`config.mk`:
```
export PLATFORM = sky130hd
export DESIGN_NAME = instr_fetch_ctrl
export DESIGN_NICKNAME = d
export VERILOG_FILES = /design/src/rtl/instr_fetch_ctrl_pkg.sv /design/src/rtl/instr_fetch_ctrl_pc_reg.sv /design/src/rtl/instr_fetch_ctrl.sv
export SDC_FILE = /design/constraint.sdc
export NUM_CORES = 1
export LEC_CHECK = 0
export BUFFER_PORTS_ARGS = -buffer_cell sky130_fd_sc_hd__buf_2
export CORE_MARGIN = 8
export CORE_UTILIZATION = 36
export DETAILED_ROUTE_END_ITERATION = 8
export GPL_ROUTABILITY_DRIVEN = 0
export PLACE_DENSITY = 0.68
export SLEW_MARGIN = 20
export SYNTH_ARGS = -nofsm -noshare
export SYNTH_HDL_FRONTEND = slang
export SYNTH_SLANG_ARGS = --single-unit
```
`constraint.sdc`:
```
create_clock -name clk -period 3.1 [get_ports clk]
set_clock_uncertainty 0.15 [all_clocks]
set_input_delay 0.93 -clock clk [delete_from_list [all_inputs] [get_ports clk]]
set_output_delay 0.93 -clock clk [all_outputs]
set_load 0.02 [all_outputs]
```
`src/rtl/instr_fetch_ctrl_pkg.sv`:
```
// Shared encodings for the instruction-fetch sequencer: opcodes, reset PC and FSM states.
package instr_fetch_ctrl_pkg;

    localparam logic [4:0]  OP_HALT          = 5'b00000;
    localparam logic [15:0] NOP_INSTR        = 16'h0800;
    localparam logic [15:0] DEFAULT_RESET_PC = 16'h0000;
    localparam int          OPC_HI           = 15;
    localparam int          OPC_LO           = 11;

    typedef enum logic [1:0] {
        S_FETCH = 2'd0,
        S_WAIT  = 2'd1,
        S_DROP  = 2'd2,
        S_HALT  = 2'd3
    } fetch_state_t;

    function automatic logic is_halt(input logic [15:0] word);
        return word[OPC_HI:OPC_LO] == OP_HALT;
    endfunction

endpackage

```
`src/rtl/instr_fetch_ctrl_pc_reg.sv`:
```
// 16-bit enabled register with asynchronous reset to a parameterised value.
module instr_fetch_ctrl_pc_reg #(
    parameter logic [15:0] RESET_VAL = 16'h0000
) (
    input  logic        clk,
    input  logic        rst,
    input  logic        en,
    input  logic [15:0] d,
    output logic [15:0] q
);

    always_ff @(posedge clk or posedge rst) begin
        if (rst)     q <= RESET_VAL;
        else if (en) q <= d;
    end

endmodule

```
`src/rtl/instr_fetch_ctrl.sv`:
```
// Fetch sequencer: owns the PC, drives the instruction-memory read port and
// feeds decode through a single-entry output register, flushing on redirect.
module instr_fetch_ctrl
    import instr_fetch_ctrl_pkg::*;
#(
    parameter logic [15:0] RESET_PC = DEFAULT_RESET_PC
) (
    input  logic        clk,
    input  logic        rst,
    input  logic [15:0] next_pc,
    input  logic        redirect,
    input  logic        id_stall,
    input  logic [15:0] mem_data_out,
    input  logic        mem_done,
    output logic        mem_rd,
    output logic [15:0] mem_addr,
    output logic [15:0] instr,
    output logic [15:0] pc_inc,
    output logic        instr_valid,
    output logic        halted
);

    fetch_state_t state, state_nxt;
    logic [15:0]  pc_q, req_q, pc_d, cap_addr;
    logic         pc_en, req_en, cap, vld_clr;
    logic         space, consumed;

    assign space    = !instr_valid || !id_stall;
    assign consumed = instr_valid && !id_stall;

    instr_fetch_ctrl_pc_reg #(.RESET_VAL(RESET_PC)) u_pc (
        .clk(clk), .rst(rst), .en(pc_en), .d(pc_d), .q(pc_q)
    );

    instr_fetch_ctrl_pc_reg #(.RESET_VAL(RESET_PC)) u_req (
        .clk(clk), .rst(rst), .en(req_en), .d(pc_q), .q(req_q)
    );

    always_ff @(posedge clk or posedge rst) begin
        if (rst) state <= S_FETCH;
        else     state <= state_nxt;
    end

    always_comb begin
        state_nxt = state;
        mem_rd    = 1'b0;
        mem_addr  = pc_q;
        pc_en     = 1'b0;
        pc_d      = next_pc;
        req_en    = 1'b0;
        cap       = 1'b0;
        cap_addr  = pc_q;
        vld_clr   = 1'b0;
        case (state)
            S_FETCH: begin
                if (redirect) begin
                    pc_en   = 1'b1;
                    vld_clr = 1'b1;
                end else begin
                    if (space) begin
                        mem_rd = 1'b1;
                        if (mem_done) cap = 1'b1;
                        else begin
                            req_en    = 1'b1;
                            state_nxt = S_WAIT;
                        end
                    end
                    if (consumed && !cap) vld_clr = 1'b1;
                end
            end
            S_WAIT: begin
                mem_rd   = 1'b1;
                mem_addr = req_q;
                cap_addr = req_q;
                if (redirect) begin
                    pc_en     = 1'b1;
                    state_nxt = mem_done ? S_FETCH : S_DROP;
                end else if (mem_done) begin
                    cap = 1'b1;
                end
            end
            S_DROP: begin
                // Wrong-path read must still complete before the port is reused.
                mem_rd   = 1'b1;
                mem_addr = req_q;
                if (redirect) pc_en = 1'b1;
                if (mem_done) state_nxt = S_FETCH;
            end
            S_HALT: begin
                if (redirect) begin
                    pc_en     = 1'b1;
                    vld_clr   = 1'b1;
                    state_nxt = S_FETCH;
                end else if (consumed) begin
                    vld_clr = 1'b1;
                end
            end
            default: state_nxt = S_FETCH;
        endcase
        if (cap) begin
            pc_en     = 1'b1;
            pc_d      = cap_addr + 16'd2;
            state_nxt = is_halt(mem_data_out) ? S_HALT : S_FETCH;
        end
        // Reset abandons any outstanding read at once, not at the next edge.
        if (rst) mem_rd = 1'b0;
    end

    always_ff @(posedge clk or posedge rst) begin
        if (rst) begin
            instr       <= NOP_INSTR;
            pc_inc      <= 16'h0000;
            instr_valid <= 1'b0;
        end else if (cap) begin
            instr       <= mem_data_out;
            pc_inc      <= pc_d;
            instr_valid <= 1'b1;
        end else if (vld_clr) begin
            instr_valid <= 1'b0;
        end
    end

    assign halted = (state == S_HALT) && !instr_valid;

endmodule

```
Yosys cells after proc, flatten, opt, wreduce, memory -nomap -nowiden
Cells that the tools add are included.
{"block": "op_classes", "n_eq_ne": 9, "addsub": 1, "reduce_logical": 13, "mux": 38}
{"operator": "$mux 16", "n": 3}
{"operator": "$mux 1", "n": 22}
{"operator": "$mux 2", "n": 9}
{"operator": "$ne 3x3->1 const B", "n": 6}
{"operator": "$add 16x2->16 const B", "n": 1}
{"operator": "$pmux 2 s4", "n": 1}
{"operator": "$pmux 1 s2", "n": 3}
{"operator": "$reduce_and 6->1", "n": 1}
{"operator": "$logic_not 5->1", "n": 1}
{"operator": "$eq 2x2->1 const B", "n": 2}
{"operator": "$reduce_or 4->1", "n": 1}
{"operator": "$logic_and 1x1->1", "n": 3}
{"operator": "$logic_not 1->1", "n": 3}
{"operator": "$eq 2x1->1 const B", "n": 1}
{"operator": "$logic_not 2->1", "n": 1}
{"operator": "$reduce_bool 2->1", "n": 1}
{"operator": "$reduce_or 2->1", "n": 1}
{"operator": "$logic_or 1x1->1", "n": 1}
{"block": "totals", "regBits": 67, "out_inout_bits": 51}

Depth between registers and ports, before layout
Gate-level depths: netlist (run 1).
{"block": "logic_depth", "ltp_word": 12, "mapped_depth": 12}

By module
Synthesis (run 1) repeated with hierarchy kept, for this count alone.
{"block": "unflattened", "hier_cells": 350, "hier_area_um2": 3751.1}
{"mod": "instr_fetch_ctrl", "cells_per_inst": 280, "n_inst": 1, "area_per_inst_um2": 2444.8}
{"mod": "instr_fetch_ctrl_pc_reg", "cells_per_inst": 35, "n_inst": 2, "area_per_inst_um2": 653.1}

Least setup slack after synthesis (run 1)
OpenSTA, ideal clock, no wires.
{"block": "synth_timing", "kind": "input-to-output", "startpoint": "in redirect", "endpoint": "out mem_rd", "setup_slack_ns": 0.033, "required_ns": 2.020, "arrival_time_ns": 1.987, "cell_stages": 5, "path_cell_list": "buf_2 -> inv_1 -> clkbuf_1 -> a21oi_1 -> nor3_1"}
{"block": "synth_between", "elab_chain_cells": 3}
{"item": "start: declaration", "line": "instr_fetch_ctrl.sv:11", "source": "input logic redirect,"}
{"item": "$mux 1", "line": "instr_fetch_ctrl.sv:56", "source": "if (redirect) begin"}
{"item": "$pmux 1 s2", "line": "instr_fetch_ctrl.sv:54", "source": "case (state)"}
{"item": "$mux 1", "line": "instr_fetch_ctrl.sv:106", "source": "if (rst) mem_rd = 1'b0;"}
{"item": "end: declaration", "line": "instr_fetch_ctrl.sv:15", "source": "output logic mem_rd,"}
Every way passes these cells.

Final worst setup path (run 1)
{"block": "layout_timing", "startpoint": "reg state[0]", "endpoint": "out mem_addr[6]"}
{"block": "layout_between", "elab_chain_cells": 3, "elab_cells_between_ends": 4, "cone_classes": "2 x eq/ne; 1 x mux; 1 x reduce/logical"}
{"item": "start: declaration", "line": "instr_fetch_ctrl.sv:23", "source": "fetch_state_t state, state_nxt;"}
{"item": "start signal: assignment", "line": "instr_fetch_ctrl.sv:41", "source": "else state <= state_nxt;"}
{"item": "$eq 2x2->1 / $eq 2x1->1 (equally long branches)", "line": "instr_fetch_ctrl.sv:54"}
{"item": "$reduce_or 2->1 (no line) (*)"}
{"item": "$mux 16 (*)", "line": "instr_fetch_ctrl.sv:54"}
{"item": "end: declaration", "line": "instr_fetch_ctrl.sv:16", "source": "output logic [15:0] mem_addr,"}
Every way passes the cells marked *; elsewhere a longest branch is shown, timed or not.

==> run_results.csv, run 1 <==
group,metric,value,unit
outcome,status,"finished, final reports clean",
yosys,ys.flop_type,"dfrtp_1",
pwr,cellPowerDensity,1120,mW/mm^2
placed_design,io_buffers,87,
pwr,seqPwrFrac,0.321,
clock_tree,cts_tree,"done",
timing,timing.setup.tns,0,ps
timing,period_share,0.975,
routing,drt_iter0_drc,162,
clock_tree,cts_resized,1,
pwr,p_switching,2.13,mW
setup_path,startpoint_type,"register",
clock_tree,numCtsBuffers,9,
placed_design,place_ws,205,ps
yosys,synthAdderAreaFrac,0.0173,
routing,via_per_inst,5.03,
yosys,ys_warn_count,0,
die,coreArea,0.00977,sq mm
setup_path,required,2020,ps
setup_path,path_max_fanout,16,
yosys,synth-seq-cells,67,
pwr,comb_power_share,0.534,
finish,area_growth,22.7,%
grt,grt_use_total,0.145,
yosys,synth_cell_type_count,48,
yosys,synth_compound_area_frac,0.115,
routing,drt-total-wl,9310,um
grt,grt_max_degree,43,
finish,nets,447,
grt,grt_pass1_wl,15100,um
timing,fin_crit,3020,ps
yosys,seq_area_frac_synth,0.464,
yosys,synth_mux_area_frac,0.221,
die,die_h,116,um
setup_path,cp_slowest_stage_delay,390,ps
clock_tree,clock_latency,350,ps
clock_tree,cts-root-buf,"clkbuf_8",
clock_tree,cts_hold_buf,0,
finish,diodes,0,
setup_path,crit_chain,"inv_1 > ha_1 > buf_12 > mux2_2 > buf_2",
yosys,synth_top_family_by_area,"multiplexers",
timing,setup_viol_count_final,0,
clock_tree,clkSinkCount,67,
timing,finalHoldViolCount,0,
finish,final_area,0.00444,sq mm
clock_tree,h-tree-depth,3,
setup_path,cp-end-kind,"output port",
finish,multi_input_area,0.00182,sq mm
timing,rsz0062_at_grt,"no",
grt,antenna_found_initial,0,
flow_run,drv_cap,0,
die,num_io_pins,88,
routing,drc,0,
worst_hold_path,hp-class,"reg2reg",
grt,gr-total-overflow,0,
pwr,p_sw_frac,0.431,
placed_design,place_area,0.00422,sq mm
finish,nFillCells,941,
timing,max-slew-margin-rel,0.448,
die,die_area,0.0135,sq mm
timing,finalWorstSetupSlack,76.9,ps
setup_path,worstPathArrival,1940,ps
yosys,netlist_instances,314,
die,start_util,0.370,
routing,drtPass1Iterations,4,
setup_path,cpMaxStageDelayCell,"dfrtp_1",
timing,fmax,331,MHz
routing,detail-route-antenna-nets,0,
yosys,syn_area,0.00362,sq mm
routing,dr_total_vias,2730,
routing,post_drt_wl_per_cell,17.1,um
grt,first_global_vias,2990,
yosys,synth_enable_flop_cells,0,
clock_tree,clk_pin_slew,70,ps
yosys,synth-async-reset-ratio,1.00,
setup_path,worst-setup-path-type,"reg2out",
clock_tree,cts_buffer_depth,2,
finish,layout-drive-gt1-share,0.446,
die,rows,36,
pwr,total_power,4.95,mW
finish,utilization,0.454,
yosys,synth-simple-area-share,0.112,
timing,tightestPinTransition,825,ps
pwr,ir_drop,0.482,mV
yosys,synthXorXnorAreaFrac,0.0339,
pwr,p_int,2.82,mW
timing,drv_slew,0,
pwr,pwr-share-clk,0.145,
finish,regArea,0.00168,sq mm
placed_design,dp_hpwl,6890,um
clock_tree,cts_setup_buffers,0,
pwr,p_leak,2.08,nW
yosys,syn_area_per_cell,11.5,sq um
die,die_w,116,um
yosys,syn_nets,356,
power groups by stage:
stage	Clock (mW)	Sequential [mW]	Combinational (mW)
5_1_grt	0.779	1.66	2.86
4_1_cts	0.740	1.59	2.65
3_3_place_gp	0	1.57	2.59
2_1_floorplan	0	1.80	1.63
3_5_place_dp	0	1.60	2.63
6_report	0.718	1.59	2.64
cells by family (layout without fill, tap and decap cells):
group,Yosys count,in the layout
mux,72,72
simple gates,73,73
fa+ha+maj,5,5
xor+xnor,14,14
compound gates,57,57
buf+inv,26,122
flops,67,67
flip-flops by register name, summed over array words and instances, names as in the netlist:
| signal | flops |
|---|---|
| instr | 16 |
| u_req.q | 16 |
| instr_valid | 1 |
| state | 2 |
| pc_inc | 16 |
| u_pc.q | 16 |
per-stage QoR:
stage	hold slack, ps	cells
final	328	543
after global routing	344	543
after global placement	307	527
after floorplan	347	314
after detailed placement	319	527
after CTS	333	543
layout make-up:
cell class                 count  area share
clock buffer                  11      0.0319
clock inverter                 5      0.0118
inverter                       7     0.00592
multi-input combinational    221       0.411
sequential                    67       0.378
tap                          133      0.0375
timing repair buffer          99       0.124
layer usage:
layer / GRT usage / wire [um] / share of wire / vias to the layer above
li1: - / - / - / 1315
met4: 0.0657 / 209 / 0.022 / 0
met5: 0 / 0 / 0 / -
met1: 0.169 / 4030 / 0.43 / 1337
met3: 0.0377 / 393 / 0.042 / 16
met2: 0.244 / 4680 / 0.50 / 62
worst paths after layout:
path,slack (ps),cells after the start,startpoint,to
max in group asynchronous,1610,3,rst,instr[11]
min,330,2,pc_inc[11],pc_inc[11]
min reg2reg,330,2,pc_inc[11],pc_inc[11]
max reg2reg,390,9,state[1],u_pc.q[15]
min in group asynchronous,500,2,rst,instr[15]
max,80,5,state[0],mem_addr[6]
worst max-delay path, delay by kind of cell (launching register included):
| family | cells | cell delay, ps |
|---|---|---|
| buf+inv | 3 | 450 |
| flops | 1 | 390 |
| fa+ha+maj | 1 | 380 |
| mux | 1 | 370 |
cells in the mapped netlist, types with 2 or more instances:
| cell | n | area [sq um] |
|---|---|---|
| buf_2 | 5 | 25.0 |
| nor2b_1 | 2 | 12.5 |
| nand4b_1 | 3 | 26.3 |
| o21ai_0 | 22 | 110 |
| nand3b_4 | 2 | 40.0 |
| nor3_1 | 3 | 15.0 |
| nor2_1 | 5 | 18.8 |
| xor2_1 | 2 | 17.5 |
| dfrtp_1 | 66 | 1650 |
| nand4_1 | 4 | 25.0 |
| buf_6 | 2 | 22.5 |
| ha_1 | 5 | 62.6 |
| nand3_1 | 8 | 40.0 |
| a221oi_2 | 2 | 30.0 |
| and2_1 | 3 | 18.8 |
| clkbuf_1 | 8 | 30.0 |
| nand3b_1 | 4 | 30.0 |
| buf_4 | 4 | 30.0 |
| a211o_1 | 2 | 17.5 |
| o221ai_1 | 3 | 26.3 |
| mux2i_1 | 17 | 170 |
| a21oi_1 | 6 | 30.0 |
| mux2_2 | 54 | 608 |
| a31oi_1 | 2 | 12.5 |
| and3_1 | 3 | 18.8 |
| nand2_1 | 32 | 120 |
| a21o_1 | 4 | 30.0 |
| a22oi_1 | 2 | 15.0 |
| inv_1 | 7 | 26.3 |
| a211oi_1 | 3 | 22.5 |
| xnor2_1 | 12 | 105 |
layout by cell type (no fill, tap or decap), drive strengths merged, types with 4 or more instances in the layout:
master and count:
nand3b 6, a21o 4, mux2i 18, nand3 9, xnor2 12, a211oi 4, nor2 5, clkbuf 11
nand4 4, dfrtp 66, nand4b 4, nand2 32, buf 99, a21oi 6, o21ai 22, mux2 54
inv 7, ha 5
Note: power is estimated with default switching activity, not from simulation.
==> run 2: changes to the inputs <==
- CORE_UTILIZATION: 36 -> 30
- PLACE_DENSITY: 0.68 -> 0.6
==> run 2 against run 1 <==
  * Register-to-register slack gained 70 ps
  * Die area increased by 17%
  * Critical path depth did not move
  * Flip-flop and latch count unchanged
  * Sequential power about the same
  * Combinational power hardly changed
  * Clock-buffer cell count did not move
  * Utilization down 7.3 points
  * Global-route usage shrank 1.6 points
  * Sequential share of layout area shrank 0.89 points
  * Via count rose by 2.0%
  * Routed wire length rose by 6.7%
  * Critical endpoint is now mem_addr[8]
==> run_results.csv, run 2 (synthesis results as in run 1) <==
group,metric,value,unit
outcome,status,"finished, final reports clean",
grt,gr-total-overflow,0,
finish,nets,447,
clock_tree,cts-root-buf,"clkbuf_16",
finish,final_cell_mix,"buf_2 (87), dfrtp_1 (66), mux2_2 (54)",
pwr,pwr-share-clk,0.195,
timing,tightestPinTransition,474,ps
finish,area_growth,25.6,%
routing,drt_iter0_drc,112,
pwr,ir_drop,0.472,mV
routing,via_per_inst,5.01,
placed_design,io_buffers,87,
setup_path,worstPathArrival,1920,ps
die,coreArea,0.0119,sq mm
finish,layout_commonest_cell,"buf_2",
clock_tree,cts_buffer_depth,2,
pwr,comb_power_share,0.500,
worst_hold_path,hp-class,"reg2reg",
grt,first_global_vias,3124,
setup_path,startpoint_type,"register",
pwr,seqPwrFrac,0.305,
routing,drt-total-wl,9930,um
flow_run,drv_cap,0,
die,start_util,0.304,
die,die_w,126,um
finish,layout-drive-gt1-share,0.447,
timing,period_share,0.968,
timing,timing.setup.tns,0,ps
pwr,p_switching,2.18,mW
die,rows,40,
die,die_h,126,um
routing,drc,0,
clock_tree,clock_latency,330,ps
timing,fmax,333,MHz
clock_tree,clk_pin_slew,60,ps
pwr,p_sw_frac,0.415,
clock_tree,cts_tree,"done",
timing,setup_viol_count_final,0,
clock_tree,cts_hold_buf,0,
setup_path,cp-end-kind,"output port",
timing,max-slew-margin-rel,0.683,
die,die_area,0.0158,sq mm
grt,grt_max_degree,47,
routing,detail-route-antenna-nets,0,
placed_design,dp_hpwl,7350,um
clock_tree,cts_setup_buffers,0,
pwr,p_int,3.07,mW
grt,antenna_found_initial,0,
grt,grt_use_total,0.129,
setup_path,worst-setup-path-type,"reg2out",
pwr,total_power,5.25,mW
routing,dr_total_vias,2785,
setup_path,path_max_fanout,12,
grt,grt_pass1_wl,16400,um
pwr,p_leak,2.12,nW
clock_tree,numCtsBuffers,9,
timing,drv_slew,0,
pwr,cellPowerDensity,1160,mW/mm^2
setup_path,required,2020,ps
finish,diodes,0,
timing,fin_crit,3000,ps
timing,finalHoldViolCount,0,
clock_tree,h-tree-depth,3,
routing,drtPass1Iterations,4,
die,num_io_pins,88,
clock_tree,cts_resized,0,
clock_tree,clkSinkCount,67,
routing,post_drt_wl_per_cell,17.9,um
timing,rsz0062_at_grt,"no",
[run 2: path summary, 6_finish.rpt]
path	start	end	slack [ps]	cells past startpoint
worst max register to register	state[1]	u_pc.q[12]	460	9
max in group asynchronous	rst	u_req.q[8]	1610	3
worst min register to register	pc_inc[13]	pc_inc[13]	320	2
min in group asynchronous	rst	instr_valid	470	2
worst max-delay path	state[1]	mem_addr[8]	100	5
worst min-delay path	pc_inc[13]	pc_inc[13]	320	2
[run 2: cell type report]
cell class	instances	area, sq um
flip-flops and latches	67	1680
inverters	7	26.3
well taps	147	184
multi-input cells	221	1810
fillers	1180	7370
repair buffers	99	538
clock buffers	11	253
clock inverters	4	50.0
[run 2: power by group through the flow]
stage	logic [mW]	clock network, mW	registers (mW)
floorplan	1.63	0	1.80
global placement	2.63	0	1.59
detailed placement	2.67	0	1.61
CTS	2.68	1.06	1.60
global route	2.86	1.09	1.66
finish	2.63	1.02	1.60
[run 2: per-layer routing]
metal  wire length [um]  vias to the layer above  GRT usage  share of wire
met5                  0                        -          0              0
met4                 86                        0     0.0326         0.0087
met3                690                        9     0.0502          0.069
met2               4780                       82      0.217           0.48
met1               4380                     1375      0.151           0.44
li1                   -                     1319          -              -
[run 2: through the flow]
stage	hold slack [ps]	cell area, sq um	utilization	worst slack (ps)	cells
6_report	323	4540	0.381	101	556
5_1_grt	345	4540	0.381	14.7	556
4_1_cts	325	4540	0.381	77.6	556
3_5_place_dp	312	4240	0.356	424	541
3_3_place_gp	308	4240	0.356	451	541
2_1_floorplan	347	3620	-	33.5	314
[run 2: worst max-delay path, stage by stage (launching register included)]
cell and delay [ps]:
dfrtp_1 390, inv_1 80, ha_1 320, buf_4 240, mux2_2 380, buf_2 170
==> run 3: changes to the inputs <==
- ABC_AREA: unset -> 1
==> run 3 against run 2 <==
  * Via count rose by 19%
  * Utilization rose by 0.17 points
  * Clock power rose by 25%
  * Routed wire length rose by 5.3%
  * Highest routed layer unchanged
==> run_results.csv, run 3 <==
group,metric,value,unit
timing,fin_crit,2920,ps
timing,drv_slew,0,
yosys,yosys-top-cells-count,"nand2_1 (168), dfrtp_1 (66), o21ai_0 (49)",
yosys,synth_most_common_cell,"nand2_1",
routing,drt_iter0_drc,138,
timing,timing.setup.tns,0,ps
grt,grt_max_degree,58,
grt,grt_use_total,0.139,
routing,via_per_inst,4.76,
die,coreArea,0.0119,sq mm
finish,layout_commonest_cell,"nand2_1",
clock_tree,clock_latency,340,ps
routing,drc,0,
finish,utilization,0.383,
pwr,ir_drop,0.502,mV
yosys,synth-seq-cells,67,
finish,final_cell_mix,"nand2_1 (168), buf_2 (87), dfrtp_1 (66)",
flow_run,drv_cap,0,
die,die_h,126,um
outcome,status,"finished, final reports clean",
setup_path,path_max_fanout,32,
routing,drt-total-wl,10500,um
routing,post_drt_wl_per_cell,15.1,um
clock_tree,cts_hold_buf,0,
setup_path,startpoint_type,"register",
clock_tree,cts_setup_buffers,0,
pwr,cellPowerDensity,1250,mW/mm^2
yosys,ys.flop_type,"dfrtp_1",
grt,grt_pass1_wl,17600,um
placed_design,dp_hpwl,7550,um
clock_tree,cts-root-buf,"clkbuf_16",
setup_path,r2r_cells,11,
clock_tree,cts_buffer_depth,2,
yosys,syn_nets,500,
clock_tree,h-tree-depth,3,
timing,max-slew-margin-rel,0.427,
placed_design,place_inst,679,
yosys,seq_area_frac_synth,0.464,
yosys,synth_enable_flop_cells,0,
finish,final_cells,695,
clock_tree,cts_resized,0,
timing,finalHoldViolCount,0,
setup_path,worstPathArrival,1840,ps
yosys,synth_cell_type_count,32,
yosys,synth-async-reset-ratio,1.00,
yosys,yosys-top-cells-area,"dfrtp_1 (46%), nand2_1 (17%), o21ai_0 (6.8%)",
finish,area_growth,25.8,%
setup_path,worst-setup-path-type,"reg2out",
grt,antenna_found_initial,0,
grt,gr-total-overflow,0,
finish,nets,585,
timing,setup_viol_count_final,0,
yosys,ys_warn_count,0,
finish,nFillCells,1208,
routing,dr_total_vias,3307,
timing,tightestPinTransition,856,ps
setup_path,required,2020,ps
yosys,netlist_instances,458,
timing,fmax,343,MHz
timing,period_share,0.942,
pwr,p_leak,2.41,nW
clock_tree,cts_tree,"done",
die,rows,40,
die,die_w,126,um
finish,multi_input_area,0.00167,sq mm
die,num_io_pins,88,
clock_tree,clkSinkCount,67,
yosys,yosys.area.top_type,"dfrtp_1",
grt,first_global_vias,3465,
finish,final_area,0.00454,sq mm
finish,regArea,0.00168,sq mm
yosys,syn_area,0.00361,sq mm
timing,fin_hold_ws,311,ps
timing,rsz0062_at_grt,"no",
setup_path,cp-end-kind,"output port",
worst_hold_path,hp-class,"reg2reg",
finish,diodes,0,
clock_tree,numCtsBuffers,9,
die,die_area,0.0158,sq mm
yosys,synth_top_area_share,0.457,
routing,drtPass1Iterations,4,
setup_path,setup.reg_to_reg.worst_slack,500,ps
finish,layout-drive-gt1-share,0.292,
placed_design,place_area,0.00418,sq mm
die,start_util,0.305,
clock_tree,clk_pin_slew,60,ps
worst_hold_path,whs_path_depth,2,
yosys,syn_area_per_cell,7.89,sq um
routing,detail-route-antenna-nets,0,
placed_design,io_buffers,87,
-- run 3: power by group --
part / leakage, nW / internal [mW] / total (mW) / switching [mW]
combinational: 1.42 / 0.886 / 2.88 / 2.00
clock: 0.172 / 0.865 / 1.27 / 0.403
sequential: 0.825 / 1.27 / 1.51 / 0.243
-- run 3: final timing paths --
kind	startpoint	endpoint
max in group asynchronous	rst	instr[11]
min in group asynchronous	rst	instr[4]
setup / recovery	state[0]	mem_addr[1]
hold / removal	instr[11]	instr[11]
hold reg to reg	instr[11]	instr[11]
setup reg to reg	state[1]	state[1]
-- run 3: layout make-up --
class                      count  share of cell area
sequential                    67               0.369
multi-input combinational    332               0.367
timing repair buffer          95               0.112
clock buffer                   9              0.0496
tap                          147              0.0405
inverter                      38              0.0314
clock inverter                 7              0.0308
-- run 3: kinds of logic after synthesis --
kind of cell / after synthesis / share of synthesized area
AO/OA/AOI/OAI: 78 / 0.120
flip-flops: 67 / 0.464
buffers and inverters: 59 / 0.0755
adder cells (fa/ha/maj): 5 / 0.0173
AND/OR/NAND/NOR: 249 / 0.323
-- run 3: routing by layer --
metal,GRT usage,share of wire,up-vias
met5,0,0,-
met4,0.0481,0.014,0
met3,0.0536,0.083,13
met2,0.226,0.47,99
met1,0.165,0.44,1564
li1,-,-,1631
-- run 3: per-stage QoR --
step	setup WS (ps)	total power, mW
finish	181	5.66
global route	6.30	6.12
CTS	144	5.74
detailed placement	157	4.45
global placement	308	4.37
floorplan	162	3.59
-- run 3: worst max-delay path, stage by stage (launching register included) --
cell	delay, ps
dfrtp_1	380
inv_1	90
ha_1	330
buf_4	320
nand2_1	80
o21ai_0	100
buf_2	200
